## src/rtl/turingtumble_pkg.sv

```systemverilog
// rtl/turingtumble_pkg.sv - shared types and constants for the ball launcher
package turingtumble_pkg;

   typedef enum logic [1:0] {IDLE, RELEASE, FLIGHT, HALTED} launcher_state_t;
   typedef enum logic {BLUE, RED} ball_colour_t;

   localparam int SYNC_STAGES = 2;

endpackage

```

## src/rtl/ball_sync_edge.sv

```systemverilog
// rtl/ball_sync_edge.sv - 2-flop synchroniser with registered rising-edge detect
module ball_sync_edge
   import turingtumble_pkg::*;
(
   input  logic clk,
   input  logic rst,
   input  logic async_in,
   output logic rise
);

   logic [SYNC_STAGES-1:0] sync_q;
   logic                   prev_q;

   always_ff @(posedge clk or posedge rst) begin
      if (rst) begin
         sync_q <= '0;
         prev_q <= 1'b0;
         rise   <= 1'b0;
      end else begin
         sync_q <= {sync_q[SYNC_STAGES-2:0], async_in};
         prev_q <= sync_q[SYNC_STAGES-1];
         rise   <= sync_q[SYNC_STAGES-1] & ~prev_q;
      end
   end

endmodule

```

## src/rtl/ball_launcher.sv

```systemverilog
// rtl/ball_launcher.sv - ball reservoirs and game sequencer; LAUNCHER_WATCHDOG_EN adds an in-flight timeout
module ball_launcher
   import turingtumble_pkg::*;
#(
   parameter int N_BLUE    = 8,
   parameter int N_RED     = 8,
   parameter int CW        = 4,
   parameter int PULSE_LEN = 4,
   parameter int TIMEOUT   = 1024
) (
   input  logic          clk,
   input  logic          rst,
   input  logic          i_start_blue,
   input  logic          i_start_red,
   input  logic          i_trig_left,
   input  logic          i_trig_right,
   input  logic          i_intercept,
   output logic          o_ball_blue,
   output logic          o_ball_red,
   output logic [CW-1:0] o_blue_left,
   output logic [CW-1:0] o_red_left,
   output logic          o_busy,
   output logic          o_halted,
   output logic          o_error
);

   localparam int PW = $clog2(PULSE_LEN);

   logic start_blue, start_red, trig_left, trig_right, intercept;

   ball_sync_edge u_sync_start_blue (.clk(clk), .rst(rst), .async_in(i_start_blue), .rise(start_blue));
   ball_sync_edge u_sync_start_red  (.clk(clk), .rst(rst), .async_in(i_start_red),  .rise(start_red));
   ball_sync_edge u_sync_trig_left  (.clk(clk), .rst(rst), .async_in(i_trig_left),  .rise(trig_left));
   ball_sync_edge u_sync_trig_right (.clk(clk), .rst(rst), .async_in(i_trig_right), .rise(trig_right));
   ball_sync_edge u_sync_intercept  (.clk(clk), .rst(rst), .async_in(i_intercept),  .rise(intercept));

   launcher_state_t state, state_n;
   ball_colour_t    colour, colour_n;
   logic [PW-1:0]   pcnt;
   logic [CW-1:0]   blue_cnt, red_cnt;
   logic            pend, err;
   logic            blue_dec, red_dec, err_set, pend_set;
   logic            pulse_done, timeout;

   assign pulse_done = (pcnt == PW'(PULSE_LEN - 1));

`ifdef LAUNCHER_WATCHDOG_EN
   logic [15:0] wd;

   // Held at zero outside FLIGHT, so every entry into FLIGHT starts from 0.
   always_ff @(posedge clk or posedge rst) begin
      if (rst)                 wd <= '0;
      else if (state != FLIGHT) wd <= '0;
      else                     wd <= wd + 16'd1;
   end

   assign timeout = (state == FLIGHT) && (wd == 16'(TIMEOUT - 1));
`else
   logic unused_timeout;
   assign unused_timeout = (TIMEOUT > 0);
   assign timeout        = 1'b0;
`endif

   always_comb begin
      state_n  = state;
      colour_n = colour;
      blue_dec = 1'b0;
      red_dec  = 1'b0;
      err_set  = 1'b0;
      pend_set = 1'b0;
      case (state)
         IDLE: begin
            if (start_blue) begin
               if (blue_cnt != '0) begin
                  state_n  = RELEASE;
                  colour_n = BLUE;
                  blue_dec = 1'b1;
               end else state_n = HALTED;
            end else if (start_red) begin
               if (red_cnt != '0) begin
                  state_n  = RELEASE;
                  colour_n = RED;
                  red_dec  = 1'b1;
               end else state_n = HALTED;
            end
         end
         RELEASE: begin
            if (intercept) pend_set = 1'b1;
            if (pulse_done) state_n = FLIGHT;
         end
         FLIGHT: begin
            if (intercept || pend) begin
               state_n = HALTED;
            end else if (trig_left && trig_right) begin
               state_n = HALTED;
               err_set = 1'b1;
            end else if (trig_left) begin
               if (blue_cnt != '0) begin
                  state_n  = RELEASE;
                  colour_n = BLUE;
                  blue_dec = 1'b1;
               end else state_n = HALTED;
            end else if (trig_right) begin
               if (red_cnt != '0) begin
                  state_n  = RELEASE;
                  colour_n = RED;
                  red_dec  = 1'b1;
               end else state_n = HALTED;
            end else if (timeout) begin
               state_n = HALTED;
               err_set = 1'b1;
            end
         end
         default: state_n = HALTED;
      endcase
   end

   always_ff @(posedge clk or posedge rst) begin
      if (rst) begin
         state    <= IDLE;
         colour   <= BLUE;
         pcnt     <= '0;
         pend     <= 1'b0;
         err      <= 1'b0;
         blue_cnt <= CW'(N_BLUE);
         red_cnt  <= CW'(N_RED);
      end else begin
         state  <= state_n;
         colour <= colour_n;
         pcnt   <= (state == RELEASE && state_n == RELEASE) ? pcnt + 1'b1 : '0;
         pend   <= pend | pend_set;
         err    <= err | err_set;
         if (blue_dec) blue_cnt <= blue_cnt - 1'b1;
         if (red_dec)  red_cnt  <= red_cnt - 1'b1;
      end
   end

   assign o_ball_blue = (state == RELEASE) && (colour == BLUE);
   assign o_ball_red  = (state == RELEASE) && (colour == RED);
   assign o_busy      = (state == RELEASE) || (state == FLIGHT);
   assign o_halted    = (state == HALTED);
   assign o_error     = err;
   assign o_blue_left = blue_cnt;
   assign o_red_left  = red_cnt;

endmodule
```

## config.mk

```make
export PLATFORM = sky130hd
export DESIGN_NAME = ball_launcher
export DESIGN_NICKNAME = d
export VERILOG_FILES = /design/src/rtl/turingtumble_pkg.sv /design/src/rtl/ball_sync_edge.sv /design/src/rtl/ball_launcher.sv
export SDC_FILE = /design/constraint.sdc
export NUM_CORES = 1
export LEC_CHECK = 0
export BUFFER_PORTS_ARGS = -buffer_cell sky130_fd_sc_hd__buf_4
export CELL_PAD_IN_SITES_DETAIL_PLACEMENT = 1
export CELL_PAD_IN_SITES_GLOBAL_PLACEMENT = 1
export CORE_UTILIZATION = 41
export CTS_CLUSTER_DIAMETER = 50
export DETAILED_ROUTE_END_ITERATION = 6
export PLACE_DENSITY = 0.8
export SLEW_MARGIN = 5
export SYNTH_ARGS = -nofsm -noshare
export SYNTH_HDL_FRONTEND = slang
export SYNTH_HIERARCHICAL = 1
export SYNTH_SLANG_ARGS = --single-unit
```

## constraint.sdc

```tcl
create_clock -name clk -period 1.77 [get_ports clk]
set_clock_uncertainty 0.05 [all_clocks]
set_input_delay 0 -clock clk [delete_from_list [all_inputs] [get_ports clk]]
set_output_delay 0 -clock clk [all_outputs]
set_load 0.005 [all_outputs]
```

After elaboration in Yosys (flattened, before gate mapping)
Index checks and enable logic that the tools add are counted.
- register bits after elaboration: 35
- input bits: 7
- output and inout port bits: 13
- logic and storage cells: 97
- $add $sub $neg: 3
- eq/ne operators: 9
- mux-type cells: 39
- bitwise logic cells: 13
- reductions and logical operators: 11
- operators with widths (operator ; count):
    2-to-1 mux 1 bit ; 25
    2-to-1 mux 2 bit ; 10
    nonzero test 4 bit ; 2
    subtractor 4 x 1 -> 4 bit (second input constant) ; 2
    equality test 2 bit (second input constant) ; 3
    != test 3 x 1 -> 1 bit (second input constant) ; 2
    inverter 1 bit ; 6
    one-hot mux 1 bit (2 select lines) ; 3
    one-hot mux 2 bit (3 select lines) ; 1
    AND 1 bit ; 5
    AND reduction 5 bit ; 1
    equality test 2 x 1 -> 1 bit (second input constant) ; 2
    logical AND 1 bit ; 4
    != test 2 bit (second input constant) ; 2
    adder 2 x 1 -> 2 bit (second input constant) ; 1
    zero test 2 bit ; 1
    logical OR 1 bit ; 2
    bitwise OR 1 bit ; 2
    nonzero test 2 bit ; 1

Depth between registers and ports, before layout
- depth after elaboration: 10
- gate-level depth with buffers: 7
- depth with buffers taken out: 6

Hierarchy
The synthesis kept the hierarchy.
- modules (own cells, without submodules) (module ; times used ; cells an instance ; area an instance (um^2) ; seq. area each (um^2)):
    ball_launcher ; 1 ; 92 ; 937.1 ; 377.9
    ball_sync_edge ; 5 ; 6 ; 117.6 ; 100.1

Least setup slack after synthesis
Ideal clock, no wire load.
- kind: register -> register
- start: register blue_cnt[0] (netlist: o_blue_left[0])
- end: register state[1]
- library setup time: 0.124 ns
- arrival: 1.549 ns
- data required time: 1.596 ns
- path slack: 0.047 ns
- stages on the path, launching flop included: 8
- path buffers: 1
- period minus slack after synthesis: 1.723 ns
- path through: dfrtp_1 -> inv_1 -> ha_1 -> or3b_1 -> buf_6 -> a22oi_2 -> a311o_1 -> or2_1
- longest elaborated chain between the ends: 6
- elaborated cells between the ends (all ways): 7
- those cells by class: mux (6); reduce/logical (1)
- RTL lines (item ; line ; text):
    start: declaration ; ball_launcher.sv:40 ; logic [CW-1:0] blue_cnt, red_cnt;
    start signal: assignment ; ball_launcher.sv:125 ; blue_cnt <= CW'(N_BLUE);
    start signal: assignment ; ball_launcher.sv:133 ; if (blue_dec) blue_cnt <= blue_cnt - 1'b1;
    nonzero test 4 bit (*) ; ball_launcher.sv:74, ball_launcher.sv:98 ;
    2-to-1 mux 2 bit (*) ; ball_launcher.sv:74, ball_launcher.sv:98 ;
    2-to-1 mux 2 bit ; ball_launcher.sv:97 ; end else if (trig_left) begin
    2-to-1 mux 2 bit ; ball_launcher.sv:94 ; end else if (trig_left && trig_right) begin
    2-to-1 mux 2 bit ; ball_launcher.sv:92 ; if (intercept || pend) begin
    one-hot mux 2 bit (3 select lines) (*) ; ball_launcher.sv:71 ; case (state)
    net state_n[1] ; ball_launcher.sv:37 ; launcher_state_t state, state_n;
    end signal: assignment ; ball_launcher.sv:128 ; state <= state_n;
    end: declaration ; ball_launcher.sv:37 ;
Mark *: on every way through the listed nets, which the timed path passes. The rest lies on a longest branch.
A chain may end at the register's enable or synchronous reset.

Worst setup path after layout
- start: register red_cnt[0] (netlist: o_red_left[0])
- end: register pcnt[1]
- longest elaborated chain between the ends: 10
- elaborated cells between the ends (all ways): 12
- those cells by class: eq/ne (1); mux (9); reduce/logical (2)
- RTL lines (item ; line ; text):
    start: declaration ; ball_launcher.sv:40 ;
    start signal: assignment ; ball_launcher.sv:126 ; red_cnt <= CW'(N_RED);
    start signal: assignment ; ball_launcher.sv:134 ; if (red_dec) red_cnt <= red_cnt - 1'b1;
    nonzero test 4 bit (*) ; ball_launcher.sv:80, ball_launcher.sv:104 ;
    2-to-1 mux 2 bit (*) ; ball_launcher.sv:80, ball_launcher.sv:104 ;
    2-to-1 mux 2 bit ; ball_launcher.sv:103 ; end else if (trig_right) begin
    2-to-1 mux 2 bit ; ball_launcher.sv:97 ;
    2-to-1 mux 2 bit ; ball_launcher.sv:94 ;
    2-to-1 mux 2 bit ; ball_launcher.sv:92 ;
    one-hot mux 2 bit (3 select lines) (*) ; ball_launcher.sv:71 ;
    equality test 2 x 1 -> 1 bit (*) ; ball_launcher.sv:130 ; pcnt <= (state == RELEASE && state_n == RELEASE) ? pcnt + 1'b1 : '0;
    logical AND 1 bit (*) ; ball_launcher.sv:130 ;
    2-to-1 mux 2 bit (*) ; ball_launcher.sv:130 ;
    end signal: assignment ; ball_launcher.sv:130 ;
    end: declaration ; ball_launcher.sv:39 ; logic [PW-1:0] pcnt;
Mark *: on every way between the ends. The rest lies on a longest branch, timed or not.

==> reports/summary.txt <==
R2r setup slk: 0.02 ns
Iter 0 DRT Violations: 36
Combinational power share: 0.275
Die area: 3968 um^2
Number of antenna violations at the first check in global routing: 0
Worst rel slew slack: 0.5866
Cell-internal power: 1.523 mW
Non-filler instance count after layout: 206
Clk Latency, worst-skew pair: 0.28 ns
Gr usage total: 0.1831
Post-synth EDFFs: 0
Worst VDD drop: 0.5427 mV
Hold_ws: 0.1388 ns
Final WS setup: 0.01833 ns
Synth warn: 6
RSZ-0062 raised after global routing: true
FF+latch count, synth: 35
Root Driver: clkbuf_8
Die X-Extent: 62.99 um
DR vias/cell: 5.000
Switch Pwr: 0.6244 mW
Vias in the first global route: 1148
Seq/Total Area, Yosys: 0.5759
Initial core utilization: 0.4431
I/O Buffers: 19
Mean Syn Cell Area: 12.50 um^2
Critical Path Sink Type: flip-flop
Cells after DPL: 189
Via Count: 1030
Outcome: complete, no violations
Clk sinks: 35
Final WL: 3086 um
Switching part of the total: 0.2907
Pwr Total: 2.148 mW
Startpoint class of the critical path: flip-flop
TritonCTS clock tree: yes
Worst endpoint required time: 1.91 ns
Final Max Tran Viols: 0
Detailed Place HPWL: 2295 um
# diodes: 0
Pleak: 0.9345 nW
Cell Area, Synth: 1525 um^2
Largest net degree at the start of global routing: 16
Crit path kind: reg2reg
Crit path time final: 1.752 ns
Synth Flop Type: dfrtp_1
Worst-path maximum fanout: 3
Fin. Hold Viols: 0
DR DRC count: 0
Syn_nets: 136
F_max: 570.9 MHz
H-tree levels: 2
Core Area: 3442 um^2
Worst Hold Class: in2async
Wire per inst: 14.98 um
Crit share post-route: 0.9896
Final Wtd Congestion: 0.7942
DIE HEIGHT: 62.99 um
Cells after Synth: 122
Post-place setup slack: -0.03202 ns
Pwr/cell area: 1102 nW/um^2
Synthesis-to-finish area growth: 27.73%
Clock buffers created by TritonCTS: 5
CTS clk-pin slew, worst paths: 0.07 ns
Top Ports: 20
Routed Antenna Nets: 0
Final setup vio count: 0
Async set or reset register ratio after synthesis: 1.000
Clock share of power: 0.289
Seq pwr share: 0.436
Max-Cap Viols: 0
First-pass GRT wire length: 5409 um
Post-synth cell types: 36
Placement Rows: 21
CTS Buffer Depth: 2
Final nets: 173
CP arrival: 1.89 ns
GRT overflow: 0
Layout cells sized above 1: 0.3438
Worst slew pin tran: 0.6194 ns
First-pass iteration count of the detailed router: 4
-- sequential cells by signal (all words and copies together) (netlist names) --
signal and flops:
u_sync_intercept/sync_q 2, u_sync_trig_left/prev_q 1, pcnt 2, u_sync_start_red/rise 1
u_sync_trig_right/sync_q 2, u_sync_start_blue/rise 1, u_sync_trig_left/rise 1, o_red_left 4
u_sync_start_red/sync_q 2, u_sync_trig_left/sync_q 2, o_blue_left 4, u_sync_intercept/prev_q 1
state 2, u_sync_start_blue/prev_q 1, colour 1, o_error 1
u_sync_start_blue/sync_q 2, u_sync_intercept/rise 1, pend 1, u_sync_start_red/prev_q 1
u_sync_trig_right/prev_q 1, u_sync_trig_right/rise 1
-- cells by family (layout without fill, tap and decap cells) --
| family | Yosys count | in the layout | synth area share |
|---|---|---|---|
| AND/OR/NAND/NOR | 32 | 32 | 0.1427 |
| adder cells (fa/ha/maj) | 7 | 7 | 0.05742 |
| multiplexers | 4 | 4 | 0.02625 |
| XOR/XNOR | 6 | 6 | 0.03445 |
| AO/OA/AOI/OAI | 19 | 19 | 0.1001 |
| buffers and inverters | 19 | 57 | 0.06316 |
| flip-flops | 35 | 35 | 0.5759 |
-- routing by layer --
metal | global-route usage | part of all wire | vias up
li1 | - | - | 483
met1 | 0.2206 | 0.44 | 521
met2 | 0.3051 | 0.51 | 20
met3 | 0.05474 | 0.037 | 6
met4 | 0.06977 | 0.012 | 0
met5 | 0 | 0 | -
-- synth_stat cells, types with 2 or more instances --
cell type	instances	area, um^2
dfrtp_1	33	825.8
buf_6	3	33.78
ha_1	7	87.58
xnor2_1	6	52.55
nor2_1	4	15.01
nand2b_1	2	12.51
a32o_1	2	20.02
nand2_1	3	11.26
buf_2	2	10.01
inv_1	14	52.55
or3b_1	2	17.52
o21ai_0	3	15.01
nor3_1	2	10.01
nor2b_1	2	12.51
a22oi_1	2	15.01
dfstp_2	2	52.55
nor4_1	2	12.51
mux2i_1	4	40.04
nand3_1	6	30.03
nor2b_4	5	68.82
-- final cells by class --
type                       instances  area, um^2
inverter                          14       52.55
clock buffer                       8       100.1
sequential                        35       878.3
fill                             373        1494
timing repair buffer              35       277.8
multi-input combinational         68       581.8
tap                               46       57.56
-- metrics by stage --
stage	area, um^2	utilization	setup TNS, ns
final	1948	0.5660	0
after floorplan	1525	-	0
after detailed placement	1734	0.5038	-0.03202
after global routing	1948	0.5660	-0.1099
after CTS	1903	0.5529	0
after global placement	1734	0.5038	0
-- final timing paths --
kind / from / end / cells after the start
worst min-delay path: rst / u_sync_intercept/rise / 3
max in group asynchronous: rst / o_red_left[1] / 3
min in group clk: u_sync_intercept/sync_q[0] / u_sync_intercept/sync_q[1] / 0
worst max-delay path: o_red_left[0] / pcnt[1] / 6
worst max register to register: o_red_left[0] / pcnt[1] / 6
worst min register to register: u_sync_intercept/sync_q[0] / u_sync_intercept/sync_q[1] / 0
-- timing repair --
action                     CTS  global route
pin swaps                    1             5
buffers inserted             0             3
setup endpoints to repair    1             7
hold endpoints to repair    38             0
hold buffers                 6             0
resized for setup            2             8
-- power by group through the flow --
stage	logic [mW]	clock network [mW]	registers (mW)
3_5_place_dp	0.559	0	0.950
2_1_floorplan	0.372	0	0.931
5_1_grt	0.657	0.690	0.947
6_report	0.590	0.621	0.937
4_1_cts	0.586	0.646	0.937
3_3_place_gp	0.534	0	0.943
-- critical path, stage by stage (launching register included) --
cell and delay [ns]:
dfrtp_1 0.37, inv_1 0.07, ha_2 0.19, or3b_4 0.25
a22oi_2 0.06, a311o_1 0.40, nor4_2 0.28
-- layout by cell type, fill, tap and decap left out, types with 4 or more instances in the layout --
cell | synthesis | routed
clkbuf_8 | 0 | 7
dfrtp_1 | 33 | 33
buf_4 | 0 | 29
nor2_1 | 4 | 4
nand3_1 | 6 | 6
dlygate4sd3_1 | 0 | 6
xnor2_1 | 6 | 6
nor2b_4 | 5 | 5
inv_1 | 14 | 12
mux2i_1 | 4 | 4
Note: power is estimated with default switching activity, not from simulation.
